<file path="config.mk">
export PLATFORM = sky130hd
export DESIGN_NAME = if_id_queue
export DESIGN_NICKNAME = d
export VERILOG_FILES = /design/src/rtl/if_id_queue.sv
export SDC_FILE = /design/constraint.sdc
export NUM_CORES = 1
export LEC_CHECK = 0
export CORE_ASPECT_RATIO = 0.5
export CORE_MARGIN = 2
export CORE_UTILIZATION = 50
export CTS_CLUSTER_DIAMETER = 100
export DETAILED_ROUTE_END_ITERATION = 6
export PLACE_DENSITY = 0.91
export SLEW_MARGIN = 20
export SYNTH_ARGS = -nofsm -noshare
export SYNTH_HDL_FRONTEND = slang
export SYNTH_SLANG_ARGS = --single-unit
</file>
<file path="constraint.sdc">
create_clock -name clk -period 9.55 [get_ports clk]
set_input_delay 2.865 -clock clk [delete_from_list [all_inputs] [get_ports clk]]
set_output_delay 2.865 -clock clk [all_outputs]
set_load 0.005 [all_outputs]
</file>
<file path="src/rtl/if_id_queue.sv">
// IF/ID circular queue: buffers up to DEPTH fetched {instruction, PC+4} entries
// between fetch and decode. Optional stall counter enabled by IFQ_STALL_CNT_EN.
module if_id_queue #(
  parameter int WIDTH = 32,
  parameter int PC_W  = 32,
  parameter int DEPTH = 2
) (
  input  logic                     clk,
  input  logic                     reset,
  input  logic                     in_valid,
  output logic                     in_ready,
  input  logic [WIDTH-1:0]         in_ir,
  input  logic [PC_W-1:0]          in_pc4,
  input  logic                     flush,
  input  logic                     out_ready,
  output logic                     out_valid,
  output logic [WIDTH-1:0]         IR_D,
  output logic [PC_W-1:0]          PC4_D,
  output logic [PC_W-1:0]          PC8_D,
  output logic [$clog2(DEPTH):0]   count
`ifdef IFQ_STALL_CNT_EN
  ,
  output logic [31:0]              stall_cnt
`endif
);

  localparam int PTR_W = $clog2(DEPTH);
  localparam int CNT_W = PTR_W + 1;
  localparam logic [CNT_W-1:0] FULL = CNT_W'(DEPTH);

  logic [WIDTH-1:0] ir_mem_q  [DEPTH];
  logic [PC_W-1:0]  pc4_mem_q [DEPTH];

  logic [PTR_W-1:0] wr_ptr_q, wr_ptr_d;
  logic [PTR_W-1:0] rd_ptr_q, rd_ptr_d;
  logic [CNT_W-1:0] count_q, count_d;
  logic             push, pop;

  // Handshake flags depend on registered occupancy only, so no input reaches an output.
  assign in_ready  = (count_q != FULL);
  assign out_valid = (count_q != '0);
  assign push      = in_valid & in_ready & ~flush;
  assign pop       = out_valid & out_ready & ~flush;

  always_comb begin
    // NOTE: every signal gets a default first so no path through this block infers a latch.
    wr_ptr_d = wr_ptr_q;
    rd_ptr_d = rd_ptr_q;
    count_d  = count_q;
    if (flush) begin
      wr_ptr_d = '0;
      rd_ptr_d = '0;
      count_d  = '0;
    end else begin
      if (push) wr_ptr_d = wr_ptr_q + PTR_W'(1);
      if (pop)  rd_ptr_d = rd_ptr_q + PTR_W'(1);
      case ({push, pop})
        2'b10:   count_d = count_q + CNT_W'(1);
        2'b01:   count_d = count_q - CNT_W'(1);
        default: count_d = count_q;
      endcase
    end
  end

  always_ff @(posedge clk) begin
    // NOTE: state registers use non-blocking assignments so all flops update together at the edge.
    if (reset) begin
      wr_ptr_q <= '0;
      rd_ptr_q <= '0;
      count_q  <= '0;
    end else begin
      wr_ptr_q <= wr_ptr_d;
      rd_ptr_q <= rd_ptr_d;
      count_q  <= count_d;
    end
  end

  // NOTE: the storage array is deliberately not reset; pointers and count alone define validity.
  always_ff @(posedge clk) begin
    if (push) begin
      ir_mem_q[wr_ptr_q]  <= in_ir;
      pc4_mem_q[wr_ptr_q] <= in_pc4;
    end
  end

  assign IR_D  = out_valid ? ir_mem_q[rd_ptr_q]  : '0;
  assign PC4_D = out_valid ? pc4_mem_q[rd_ptr_q] : '0;
  assign PC8_D = out_valid ? (pc4_mem_q[rd_ptr_q] + PC_W'(4)) : '0;
  assign count = count_q;

`ifdef IFQ_STALL_CNT_EN
  logic [31:0] stall_cnt_q, stall_cnt_d;

  // Counts fetch cycles blocked by a full queue; saturates, survives flush.
  always_comb begin
    stall_cnt_d = stall_cnt_q;
    if (in_valid & ~in_ready & ~flush & (stall_cnt_q != '1))
      stall_cnt_d = stall_cnt_q + 32'd1;
  end

  always_ff @(posedge clk) begin
    if (reset) stall_cnt_q <= '0;
    else       stall_cnt_q <= stall_cnt_d;
  end

  assign stall_cnt = stall_cnt_q;
`endif

endmodule

</file>
* Word-level counts from Yosys, hierarchy flattened
Memories as Yosys holds them, arrays and structs flattened. A register that Yosys moved wholly into a read port is not among the register bits.
Cells that the tools add are included.
** Storage, ports and cells
- Memory bits (writable) :: 128
- Register bits :: 4
- Logic and storage cells :: 31
- Memories kept :: 2
- Output and inout port bits :: 100
** Memories
- ir_mem_q :: depth 2, bits a word 32, rd ports 1, clocked after Yosys merged registers in 1, write ports 1, RTL line 31 : logic [WIDTH-1:0] ir_mem_q [DEPTH];
- pc4_mem_q :: depth 2, bits a word 32, rd ports 1, clocked after Yosys merged registers in 1, write ports 1, RTL line 32 : logic [PC_W-1:0] pc4_mem_q [DEPTH];
** Operators by class
- Reductions and logical operators :: 3
- Mux-type cells :: 10
- Bitwise gates (word level) :: 5
- Add/subtract/negate cells :: 5
- Equal/unequal tests :: 3
** Operator list (number)
- $mux 32 :: 3
- $add 32x3->32 const B :: 1
- $mux 1 :: 6
- $and 1x1->1 :: 4
- $pmux 2 s2 :: 1
- $reduce_bool 2->1 :: 2
- $add 1x1->1 const B :: 2
- $add 2x1->2 const B :: 1
- $eq 2x1->1 const B :: 1
- $eq 2x2->1 const B :: 1
- $ne 2x2->1 const B :: 1
- $reduce_or 2->1 :: 1
- $sub 2x1->2 const B :: 1
- $not 1->1 :: 1

* Longest topological paths before layout
Gate-level depths: netlist of the first run.
- Word-level depth :: 5
- Mapped depth :: 10
- Mapped depth without buffers :: 9

* Worst setup path before layout of the first run
Ideal clock, no wire load.
- Kind :: input port to flip-flop
- Start :: input flush
- End :: memory ir_mem_q[0][0], enable pin
- Arrival :: 5.790 ns
- Required time :: 9.063 ns
- Path slack :: 3.274 ns
- Setup time :: 0.487 ns
- Stages :: 2
- Cells stage by stage :: nand3b_1 -> nor2_1
** On the way
- Cells in the longest elaborated chain, start to end :: 4
** RTL lines
- from (decl) :: RTL line 14 : input logic flush,
- $not 1->1 :: RTL line 42 : assign push = in_valid & in_ready & ~flush;
- $and 1x1->1 :: RTL line 42
- $mux 1 :: RTL line 80 : if (push) begin
- $mux 1 (implied by the code) :: RTL line 81 : ir_mem_q[wr_ptr_q] <= in_ir;
- to (decl) :: RTL line 31
Every way passes these cells.

==> results of run 1 <==
## cell usage after synthesis, types with 2 or more instances
cell	instances	area share, %
nand2b_1	6	0.61
buf_4	7	0.85
ha_1	2	0.40
nor2_1	84	5.1
a21boi_0	3	0.36
nand4_4	2	0.69
nor4_1	3	0.30
buf_6	3	0.55
xor2_1	5	0.71
nor3_1	7	0.57
nand3b_4	2	0.65
o31ai_1	7	0.85
edfxtp_1	128	62
dfxtp_1	5	1.6
nand3b_1	5	0.61
buf_2	3	0.24
a22oi_4	2	0.69
nand4_1	7	0.71
nor3_2	2	0.32
nand3_1	13	1.1
clkbuf_1	9	0.55
mux2i_1	54	8.7
a21oi_1	3	0.24
a311oi_1	2	0.28
mux2_2	9	1.6
and2_1	11	1.1
xnor2_1	14	2.0
nand2_1	25	1.5
o21ai_0	10	0.81
mux2_1	2	0.36
a211oi_2	2	0.40
inv_1	4	0.24
## sequential cells by signal, indices dropped and copies added (netlist names), named ones only
| register | count |
|---|---|
| pc4_mem_q | 64 |
| rd_ptr_q | 1 |
| ir_mem_q | 64 |
| wr_ptr_q | 1 |
| count | 2 |
## cells by family (layout without fill, tap and decap cells)
family	count (synthesis)	after routing	share of synthesized area, %
AO/OA/AOI/OAI	40	40	5.24
XOR/XNOR	19	19	2.69
adder cells (fa/ha/maj)	2	2	0.405
buffers and inverters	26	207	2.43
flip-flops	133	133	63.8
multiplexers	66	66	11.0
AND/OR/NAND/NOR	175	175	14.5
## worst max-delay path: cells and delay by family, from the launching register on
kind	cells	cell delay, ns
buffers and inverters	2	1.18
DFF	1	0.72
AOI/OAI and AO/OA	1	0.51
muxes	1	0.34
and+or+nand+nor	3	0.72
## placed cells by master (no fill, tap or decap), drive strengths merged, types with 2 or more instances in the layout
cell type and n:
clkdlybuf4s50 168, edfxtp 128, nor2 84, mux2i 55, nand2 25, clkbuf 17
xnor2 14, nand3 14, and2 11, o21ai 11, mux2 11, nand4 9
nor3 9, o31ai 7, nand3b 7, inv 7, nand2b 6, xor2 5
dfxtp 5, clkinv 5, clkinvlp 4, buf 4, a211oi 4, a21boi 3
nor4 3, a21oi 3, a22oi 3, a311oi 2, ha 2, bufinv 2
nand4b 2, o22ai 2
## per-layer routing
layer	GRT usage, %	up-vias
li1	-	2049
met1	27.1	2162
met2	41.8	187
met3	5.29	34
met4	9.64	0
met5	0	-
## how the worst min path moves through the flow
stage | cells after the start | to | slack (ns)
after CTS | 2 | rd_ptr_q | 0.62
after detailed placement | 2 | rd_ptr_q | 0.57
after global routing | 2 | count[1] | 0.68
final | 2 | rd_ptr_q | 0.61
after floorplan | 2 | flop | 0.52
after global placement | 2 | rd_ptr_q | 0.54
## area by class of cell
class	count	area [sq um]	area share [%]
Timing Repair Buffer	172	1710	20.0
Clock buffer	17	425	4.96
Tap cell	165	206	2.41
Clock inverter	14	151	1.77
Inverter	4	15.0	0.175
Multi-Input combinational cell	302	2110	24.7
Sequential cell	133	3950	46.1
## metrics by stage
step	worst slack, ns	hold WS, ns
4_1_cts	2.78	0.617
2_1_floorplan	3.27	0.520
5_1_grt	2.55	0.677
3_3_place_gp	3.44	0.538
6_report	2.78	0.608
3_5_place_dp	3.25	0.567
## power by group through the flow
stage	Clock, mW	Sequential, mW	Combinational, mW
global route	0.666	0.668	0.122
CTS	0.643	0.667	0.114
finish	0.635	0.667	0.114
global placement	0	0.677	0.109
detailed placement	0	0.678	0.112
floorplan	0	0.677	0.0453
==> impl_metrics.yaml, run 1 <==
status:
  status: "finished, final reports clean"
power:
  powerDensity_nw_per_um2: 165
  p_seq_share_pct: 47.1
  p_int_mw: 1.10
  total_leakage_power_nw: 2.75
  p_total_mw: 1.42
  peakVddDrop_mv: 0.107
  power_switching_mw: 0.311
  swShare_pct: 22.0
  clockPowerShare_pct: 44.9
  p_comb_share_pct: 8.1
drt:
  met3_length_um: 894
  top_layer: "met4"
  totalWireLength_um: 15400
  wl_met2_um: 8040
  routed-via-count: 4432
  detail-route-antenna-nets: 0
  drtIter0Drc: 386
  met1_length_um: 6170
  drc: 0
  wl_per_cell_um: 19.1
  avgViaCountPerCell: 5.49
  firstDrtPassIters: 5
timing:
  drv_slew: 0
  fin_tns_setup_ns: 0
  fmax_ghz: 0.148
  period_share_pct: 70.8
  skew_ns: 0.00920
  worstMarginPinSlew_ns: 0.923
  hold_viol: 0
  fin_crit_ns: 6.77
  setup-violations-final: 0
  slew_headroom_pct: 38.5
  rsz0062_at_grt: "false"
placed_design:
  io_buffers: 168
  hpwl_um: 9930
  globalplace.congestion: 0.864
  dpl_cell_area_sq_um: 7990
  placed_cells: 776
floorplanning:
  die_h_um: 82.6
  core_region_area_sq_um: 11900
  die_w_um: 161
  rows: 28
  fp.dieArea_sq_um: 13300
  ios: 169
  start_util_pct: 51.8
worst_setup_path:
  slowest_stage: "dfxtp_4"
  end_kind: "output pin"
  crit_chain: "buf_4 -> nand2_1 -> o22ai_1 -> nand4_4 -> nor3_2 -> mux2_1 -> clkdlybuf4s50_1"
  rr_worst_depth: 9
  worstPathRequired_ns: 6.69
  r2r_end: "count[1]"
  slowest_delay_ns: 0.72
  crit_end: "PC8_D[28]"
  crit_fanout: 57
  cp-start-kind: "flop"
  crit_type: "flop to output pin"
  worstPathArrival_ns: 3.90
  r2r-start: "count[1]"
  ff2ff_setup_slack_ns: 6.75
cts:
  cts.sinks: 133
  clk_pin_slew_ns: 0.06
  cts_max_path_buffers: 2
  htreeDepth: 4
  root_buffer: "clkbuf_16"
  numCtsBuffers: 17
  cts_resized: 0
  post_cts_buffers: 0
  cts_tree: "yes"
  hold_buffers: 0
  worstSkewPairLatency_ns: 0.41
global_route:
  gr-usage-all-layers_pct: 23.0
  grt_pass1_wl_um: 22800
  grt_max_degree: 80
  antenna_found_initial: 0
  globalRouteOverflowTotal: 0
  grt_pass1_vias: 4339
yosys:
  synth_cell_types: 52
  synth_cells: 461
  syn_area_sq_um: 6180
  ys_ff_latch: 133
  yosysSeqAreaShare_pct: 63.8
  syn_area_per_cell_sq_um: 13.4
  synth_edf_count: 128
  syn_nets: 532
  yosys_most_used_dff: "edfxtp_1"
  synth_async_sr_flop_share_pct: 0
  synth_warnings: 0
flow_run:
  cap_violations: 0
cells_and_area:
  nets: 701
  fin_cells: 807
  fill_cells: 767
  drive_gt1_share_pct: 9.66
  fin_util_pct: 71.7
  areaGrowthSynthToFinish_pct: 38.6
  final_area_sq_um: 8570
  diodes: 0
hold_path:
  hp-start: "rd_ptr_q"
  hp-class: "flop to flop"
Power figures use the tool's default switching activity.
==> run 2: changes to the inputs <==
--- a/config.mk
+++ b/config.mk
@@ -7,10 +7,10 @@
 export LEC_CHECK = 0
 export CORE_ASPECT_RATIO = 0.5
 export CORE_MARGIN = 2
-export CORE_UTILIZATION = 50
+export CORE_UTILIZATION = 44
 export CTS_CLUSTER_DIAMETER = 100
 export DETAILED_ROUTE_END_ITERATION = 6
-export PLACE_DENSITY = 0.91
+export PLACE_DENSITY = 0.85
 export SLEW_MARGIN = 20
 export SYNTH_ARGS = -nofsm -noshare
 export SYNTH_HDL_FRONTEND = slang
==> constraint.sdc (replaced) <==
create_clock -name clk -period 5.84 [get_ports clk]
set_input_delay 1.752 -clock clk [delete_from_list [all_inputs] [get_ports clk]]
set_output_delay 1.752 -clock clk [all_outputs]
set_load 0.005 [all_outputs]
==> impl_metrics.yaml, run 2 (same netlist as run 1, synthesis figures left out) <==
placed_design:
  io_buffers: 168
  hpwl_um: 10400
  globalplace.congestion: 0.902
global_route:
  grt_pass1_vias: 4430
  antenna_found_initial: 0
  grt_pass1_wl_um: 22800
  globalRouteOverflowTotal: 0
  grt_max_degree: 65
  gr-usage-all-layers_pct: 20.3
floorplanning:
  start_util_pct: 45.4
  die_h_um: 87.8
  rows: 30
  ios: 169
  core_region_area_sq_um: 13600
  fp.dieArea_sq_um: 15100
  die_w_um: 172
timing:
  skew_ns: 0.00879
  hold_viol: 0
  fin_tns_setup_ns: 0
  worstMarginPinSlew_ns: 0.902
  period_share_pct: 91.0
  drv_slew: 0
  slew_headroom_pct: 39.9
  fmax_ghz: 0.188
  fin_crit_ns: 5.32
  rsz0062_at_grt: "false"
  setup-violations-final: 0
  hold_ws_ns: 0.595
cells_and_area:
  layout_common_cells: "clkdlybuf4s50_1 (168), edfxtp_1 (128), nor2_1 (81)"
  final-seq-area_sq_um: 3950
  final_common_cell: "clkdlybuf4s50_1"
  multi_input_comb_area_sq_um: 2110
  nets: 704
  drive_gt1_share_pct: 9.78
  diodes: 0
  fill_cells: 984
  areaGrowthSynthToFinish_pct: 39.7
worst_setup_path:
  end_kind: "output pin"
  worstPathArrival_ns: 3.56
  crit_type: "flop to output pin"
  worstPathRequired_ns: 4.09
  slowest_delay_ns: 0.85
  cp-start-kind: "flop"
  crit_chain: "mux2_2 -> ha_1 -> inv_1 -> a211oi_4 -> nand4_4 -> nor3_2 -> mux2_1 -> clkdlybuf4s50_1"
  slowest_stage: "dfxtp_4"
  crit_fanout: 53
power:
  peakVddDrop_mv: 0.162
  total_leakage_power_nw: 2.77
  powerDensity_nw_per_um2: 271
cts:
  clk_pin_slew_ns: 0.06
  cts_resized: 0
  cts_tree: "yes"
  hold_buffers: 0
  root_buffer: "clkbuf_16"
  htreeDepth: 4
  post_cts_buffers: 0
  numCtsBuffers: 17
  cts_max_path_buffers: 2
  worstSkewPairLatency_ns: 0.41
  cts.sinks: 133
drt:
  routed-via-count: 4420
  drtIter0Drc: 361
  drc: 0
  detail-route-antenna-nets: 0
  wl_per_cell_um: 18.1
  avgViaCountPerCell: 5.29
  totalWireLength_um: 15100
  firstDrtPassIters: 5
status:
  status: "finished, final reports clean"
flow_run:
  cap_violations: 0
hold_path:
  hp-class: "flop to flop"
## run 2: cell count changes in the layout (fill, tap and decap cells not counted), sizes merged
cell,previous run,this run
buf,4,7
clkbuf,17,19
clkinvlp,4,2
bufinv,2,3
clkinv,5,4
inv,7,6
## run 2: path summary, 6_finish.rpt
kind / from / endpoint / slack, ns / cells past startpoint
max: flop / PC8_D[28] / 0.52 / 8
min reg2reg: rd_ptr_q / flop / 0.59 / 2
min: rd_ptr_q / flop / 0.59 / 2
max reg2reg: count[1] / count[1] / 3.21 / 8
## run 2: metal layers
metal,vias up,GRT usage (%),share of wire [%]
li1,2063,-,-
met1,2157,24.3,39
met2,166,35.6,53
met3,34,4.47,5.9
met4,0,9.24,1.9
met5,-,0,0
## run 2: area by class of cell
class | instances | share of cell area [%]
Sequential cell | 133 | 45.7
Multi-Input combinational cell | 302 | 24.5
Timing Repair Buffer | 175 | 20.1
Clock buffer | 19 | 5.01
Tap cell | 192 | 2.78
Clock inverter | 11 | 1.78
Inverter | 4 | 0.174
## run 2: worst max-delay path: cells and delay by family (launching register included)
| kind | cells | cell delay [ns] |
|---|---|---|
| buf+inv | 2 | 0.57 |
| flops | 1 | 0.85 |
| compound gates | 1 | 0.36 |
| fa+ha+maj | 1 | 0.20 |
| mux | 2 | 0.67 |
| simple gates | 2 | 0.49 |
## run 2: where the power goes
part | switching (mW) | internal (mW)
Combinational | 0.0832 | 0.102
Sequential | 0.0141 | 1.08
Clock | 0.395 | 0.670
## run 2: per-stage QoR
step	area [sq um]	util, %	worst slack, ns	power (mW)	std cells
2_1_floorplan	6180	-	0.677	1.18	461
3_3_place_gp	8050	59.1	1.04	1.29	806
3_5_place_dp	8050	59.1	0.937	1.29	806
4_1_cts	8640	63.4	0.494	2.35	836
5_1_grt	8640	63.4	0.315	2.41	836
6_report	8640	63.4	0.524	2.34	836
==> RTL edit 1, RTL diff (config.mk and constraints of run 1) <==
Put one more register stage on the output `count`, with the module's reset. The value now appears one clock later. The other outputs are not delayed to match.
--- a/src/rtl/if_id_queue.sv
+++ b/src/rtl/if_id_queue.sv
@@ -86,7 +86,13 @@
   assign IR_D  = out_valid ? ir_mem_q[rd_ptr_q]  : '0;
   assign PC4_D = out_valid ? pc4_mem_q[rd_ptr_q] : '0;
   assign PC8_D = out_valid ? (pc4_mem_q[rd_ptr_q] + PC_W'(4)) : '0;
-  assign count = count_q;
+  always_ff @(posedge clk) begin
+    if (reset) begin
+      count <= '0;
+    end else begin
+      count <= count_q;
+    end
+  end
 
 `ifdef IFQ_STALL_CNT_EN
   logic [31:0] stall_cnt_q, stall_cnt_d;
Formal check against the unedited RTL: not equivalent (Yosys sat finds a counterexample within 4 cycles, from zero or initial values and one cycle with reset high).
==> RTL edit 1 against run 1 <==
  * Worst setup slack gained 0.10 ns
  * Maximum frequency grew 1.5%
  * Design area grew 0.77%
  * Power grew 7.6%
  * Sequential cell count grew 2
  * Wire length shrank 1.6%
  * Global-route usage shrank 0.12 points
  * Synthesized area is essentially flat
  * Largest power group is now the clock network
  * Critical path depth is the same
  * Final cell count grew 1.5%
==> RTL edit 1: results (changes against run 1) <==
| Metric | Value |
|---|---|
| Clock transition at path regs | `0.06 ns (about the same)` |
| Synth top area cells | `edfxtp_1 (62%), mux2i_1 (9.4%), nor2_1 (5.4%)` |
| Synthesized Nets | `545 (+2.4%)` |
| Critical path's slowest cell | `dfxtp_4` |
| Reg-to-Reg Start | `count_q[0]$_SDFFE_PP0P_` |
| CTS resizes | `0 (unchanged)` |
| Cts bufs inserted | `17 (unchanged)` |
| Place WS | `3.34 ns (+0.0898 ns)` |
| First-pass GRT wire length | `22,900 µm (+0.21%)` |
| TritonRoute pass-1 iters | `5 (unchanged)` |
| Gpl congestion | `0.855 (-1.1%)` |
| Total track usage | `0.229 (-0.00117)` |
| Seq/Total Area, Yosys | `0.644 (+0.00660)` |
| Status | `finished, final reports clean` |
| Worst R2R Setup Slack | `6.80 ns (+0.05 ns)` |
| Post-DP HPWL | `9990 µm (+0.59%)` |
| Distinct cells, synth | `42 (-19%)` |
| Placed instance count | `787 (+1.4%)` |
| VDD IR max | `122 µV (+14%)` |
| FILL cells | `781 (+1.8%)` |
| Max incr delay on CP | `0.78 ns (+0.06 ns)` |
| Worst path arrival time | `3.80 ns (-0.10 ns)` |
| Final Skew | `0.00702 ns (-0.00217 ns)` |
| Largest net degree at the start of global routing | `83 (+3.8%)` |
| Largest registers | `ir_mem_q: 64 flops, pc4_mem_q: 64 flops` |
| Antenna violations before repair | `0 (unchanged)` |
| Share of layout cells above drive strength 1 | `0.0826 (-0.0140)` |
| Endpoint, Worst Hold | `count[1]$_SDFF_PP0_` |
| Asr flop ratio synth | `0 (unchanged)` |
| Drt wl/cell | `18.5 µm (-3.0%)` |
| Worst hold slack | `0.546 ns (-0.0619 ns)` |
| Worst Path Max Fanout | `59 (+3.5%)` |
| Ys Warns | `0 (unchanged)` |
| Clock Latency Late Sink | `0.42 ns` |
| CTS root buf | `clkbuf_16` |
| P_leak | `0.00276 µW (+0.57%)` |
| Number of vias per cell | `5.55 (+1.0%)` |
| Reg2Reg Depth | `9 (unchanged)` |
| Cells after synthesis | `474 (+2.8%)` |
| Rel. slew slack | `0.403 (+0.0182)` |
| Hold path depth | `1 (-1)` |
| Hold path start | `count_q[1]$_SDFFE_PP0P_` |
| H-tree levels | `4 (unchanged)` |
| Dpl cell area | `0.00797 mm² (-0.25%)` |
| Vias | `4,543 (+2.5%)` |
| FF-to-FF End | `count_q[1]$_SDFFE_PP0P_` |
| Worst hold path type | `flip-flop to flip-flop` |
| EDFF count, synth | `128 (unchanged)` |
| Initial DRC Count | `418 (+8.3%)` |
| ANT cells | `0 (unchanged)` |
| Synth cell count leaders | `edfxtp_1 (128), nor2_1 (89), mux2i_1 (58)` |
| Top FF cell, synth | `edfxtp_1` |
| Setup TNS | `0 ns (unchanged)` |
| Nets@finish | `712 (+1.6%)` |
| # Post-CTS Setup Buffers | `0 (unchanged)` |
[RTL edit 1: power breakdown]
part / leakage [µW] / internal [µW] / total, µW / switching, µW
Combinational: 0.00121 / 62.1 / 113 / 51.3
Clock: 0.000323 / 471 / 735 / 264
Sequential: 0.00123 / 666 / 676 / 9.17
Total: 0.00276 / 1200 / 1520 / 325
[RTL edit 1: logic make-up (layout without fill, tap and decap cells)]
kind of cell	after synthesis	in the layout	share of synthesized area
DFF	135	135	0.644
and+or+nand+nor	186	186	0.146
buffers and inverters	27	207	0.0267
xor gates and xnor gates	20	20	0.0283
AOI/OAI and AO/OA	41	41	0.0478
muxes	63	63	0.103
adders and majority gates	2	2	0.00405
[RTL edit 1: layout make-up]
type	instances	area, µm²	area share
clock inverters	15	238	0.0275
repair buffers	172	1710	0.198
clock buffers	17	425	0.0493
multi-input cells	312	2060	0.238
flip-flops and latches	135	3990	0.462
inverters	3	11.3	0.00130
well taps	165	206	0.0239
[RTL edit 1: critical path, delay by kind of cell, from the launching register on]
family	cells	cell delay [ns]
AO/OA/AOI/OAI	2	0.69
AND/OR/NAND/NOR	3	0.63
flip-flops	1	0.78
buffers and inverters	2	1.28
[RTL edit 1: how the worst max path moves through the flow]
stage	from	end	slack [ns]	cells past startpoint
after floorplan	flush	ir_mem_q[0][0]$_DFFE_PP_	3.27	2
after global placement	flip-flop	PC8_D[31]	3.43	7
after detailed placement	flip-flop	PC8_D[31]	3.34	7
after CTS	flip-flop	PC8_D[31]	2.88	7
after global routing	flip-flop	PC8_D[31]	2.66	7
final	flip-flop	PC8_D[31]	2.89	7
[RTL edit 1: per-layer routing]
layer	up-vias	track usage	wire (µm)
met4	0	0.115	379
li1	2091	-	-
met3	38	0.0509	925
met2	221	0.407	7920
met1	2193	0.270	5950
met5	-	0	0
==> RTL edit 2, RTL diff (config.mk and constraints of run 1) <==
Without the edit above. Add a define of `IFQ_STALL_CNT_EN`.
--- a/src/rtl/if_id_queue.sv
+++ b/src/rtl/if_id_queue.sv
@@ -1,5 +1,7 @@
 // IF/ID circular queue: buffers up to DEPTH fetched {instruction, PC+4} entries
 // between fetch and decode. Optional stall counter enabled by IFQ_STALL_CNT_EN.
+`define IFQ_STALL_CNT_EN
+
 module if_id_queue #(
   parameter int WIDTH = 32,
   parameter int PC_W  = 32,
Function (old outputs only; new: stall_cnt): kept (Yosys induction, for registers that start in step).
==> RTL edit 2 against run 1 <==
  * Maximum frequency down 7.6%
  * Clock power up 8.3%
  * Worst hold slack worse by 0.10 ns
  * Core utilization down 0.91 points
  * Design area up 21%
  * Sequential cell count up 32
  * Final cell count up 30%
  * Power up 13%
  * Synthesized area up 22%
  * Die area up 22%
  * Largest power group unchanged
  * Worst setup slack worse by 0.56 ns
  * Wire length up 33%
  * Critical path type unchanged
==> RTL edit 2: results (changes against run 1) <==
| Metric | Value |
|---|---|
| Gpl congestion | `0.847 (-2.0%)` |
| Worst R2R Setup Slack | `6.90 ns (+0.15 ns)` |
| Switch Pwr | `396 µW (+27%)` |
| Status | `finished, final reports clean` |
| P_leak | `0.00323 µW (+18%)` |
| Post-DP HPWL | `13,500 µm (+36%)` |
| Dpl cell area | `0.00975 mm² (+22%)` |
| Reg2Reg Depth | `4 (-5)` |
| Flop pwr share | `0.498 (+0.027)` |
| FF-to-FF End | `pc4_mem_q[0][11]$_DFFE_PP_` |
| Seq/Total Area, Yosys | `0.605 (-0.0325)` |
| Synth top area cells | `edfxtp_1 (51%), dfxtp_1 (9.8%), mux2i_1 (7.8%)` |
| Hold path start | `stall_cnt[7]$_SDFFE_PP0P_` |
| I/O Buffers | `200 (+19%)` |
| Total track usage | `0.259 (+0.0290)` |
| Rel. slew slack | `0.426 (+0.0418)` |
| Final Skew | `0.0106 ns (+0.00145 ns)` |
| Top FF cell, synth | `edfxtp_1` |
| First-pass GRT wire length | `32,400 µm (+42%)` |
| Xor/xnor cell area share of the yosys netlist | `0.0312 (+0.00431)` |
| Synth cell count leaders | `edfxtp_1 (128), nor2_1 (99), mux2i_1 (59)` |
| Endpoint, Worst Hold | `stall_cnt[7]$_SDFFE_PP0P_` |
| Share of layout cells above drive strength 1 | `0.0707 (-0.0259)` |
| Post-Route WL | `20,500 µm (+33%)` |
| Met1 usage | `0.304 (+0.0329)` |
| Reg-to-Reg Start | `count[0]$_SDFFE_PP0P_` |
| Met2 wire len | `10,700 µm (+33%)` |
| Worst path arrival time | `4.46 ns (+0.56 ns)` |
| Vias | `6,052 (+37%)` |
| Worst Path Max Fanout | `60 (+5.3%)` |
| Met1 WL | `7740 µm (+25%)` |
| Distinct cells, synth | `51 (-1.9%)` |
| End of the critical path | `PC8_D[27]` |
| GR Util met2 | `0.449 (+0.0306)` |
| Synthesized Nets | `717 (+35%)` |
| Met3 GRT Util | `0.0624 (+0.00945)` |
| CP Launch Type | `flip-flop` |
| Nets@finish | `908 (+30%)` |
| Initial DRC Count | `588 (+52%)` |
| Largest net degree at the start of global routing | `81 (+1.3%)` |
| Multiplexer area fraction after synthesis | `0.0928 (-0.0168)` |
| Synthesized-area fraction occupied by adder cells | `0.00495 (+0.000908)` |
| Clock Latency Late Sink | `0.44 ns (+0.03 ns)` |
| VDD IR max | `125 µV (+16%)` |
| Compound-Gate Fraction of Synth Area | `0.0751 (+0.0227)` |
| Met3 routed WL | `1450 µm (+62%)` |
| ANT cells | `0 (unchanged)` |
| Max incr delay on CP | `0.75 ns (+0.03 ns)` |
-- RTL edit 2: changes by cell type after synthesis, sizes merged, moves of 6 or more --
cell,before,now
dfxtp,5,37
a21oi,3,25
or3,1,19
nor2,84,99
o21ai,11,23
clkbuf,9,17
nand4,9,17
xnor2,14,22
nand3,14,21
nor3,9,15
nor4,3,9
-- RTL edit 2: per-stage QoR --
stage / cells / setup WS, ns / power, µW / hold slack (ns) / util
floorplan: 645 / 3.27 / 858 / 0.480 / -
global placement: 1015 / 3.12 / 924 / 0.480 / 0.667
detailed placement: 1015 / 2.84 / 929 / 0.492 / 0.667
CTS: 1047 / 2.27 / 1610 / 0.506 / 0.708
global route: 1047 / 1.99 / 1650 / 0.533 / 0.708
finish: 1047 / 2.23 / 1600 / 0.505 / 0.708
-- RTL edit 2: area by class of cell --
class,count,area (µm²)
Fill cell,921,4270
Inverter,9,33.8
Timing Repair Buffer,207,2050
Clock inverter,15,174
Sequential cell,165,4590
Tap cell,198,248
Clock buffer,17,425
Multi-Input combinational cell,436,2830
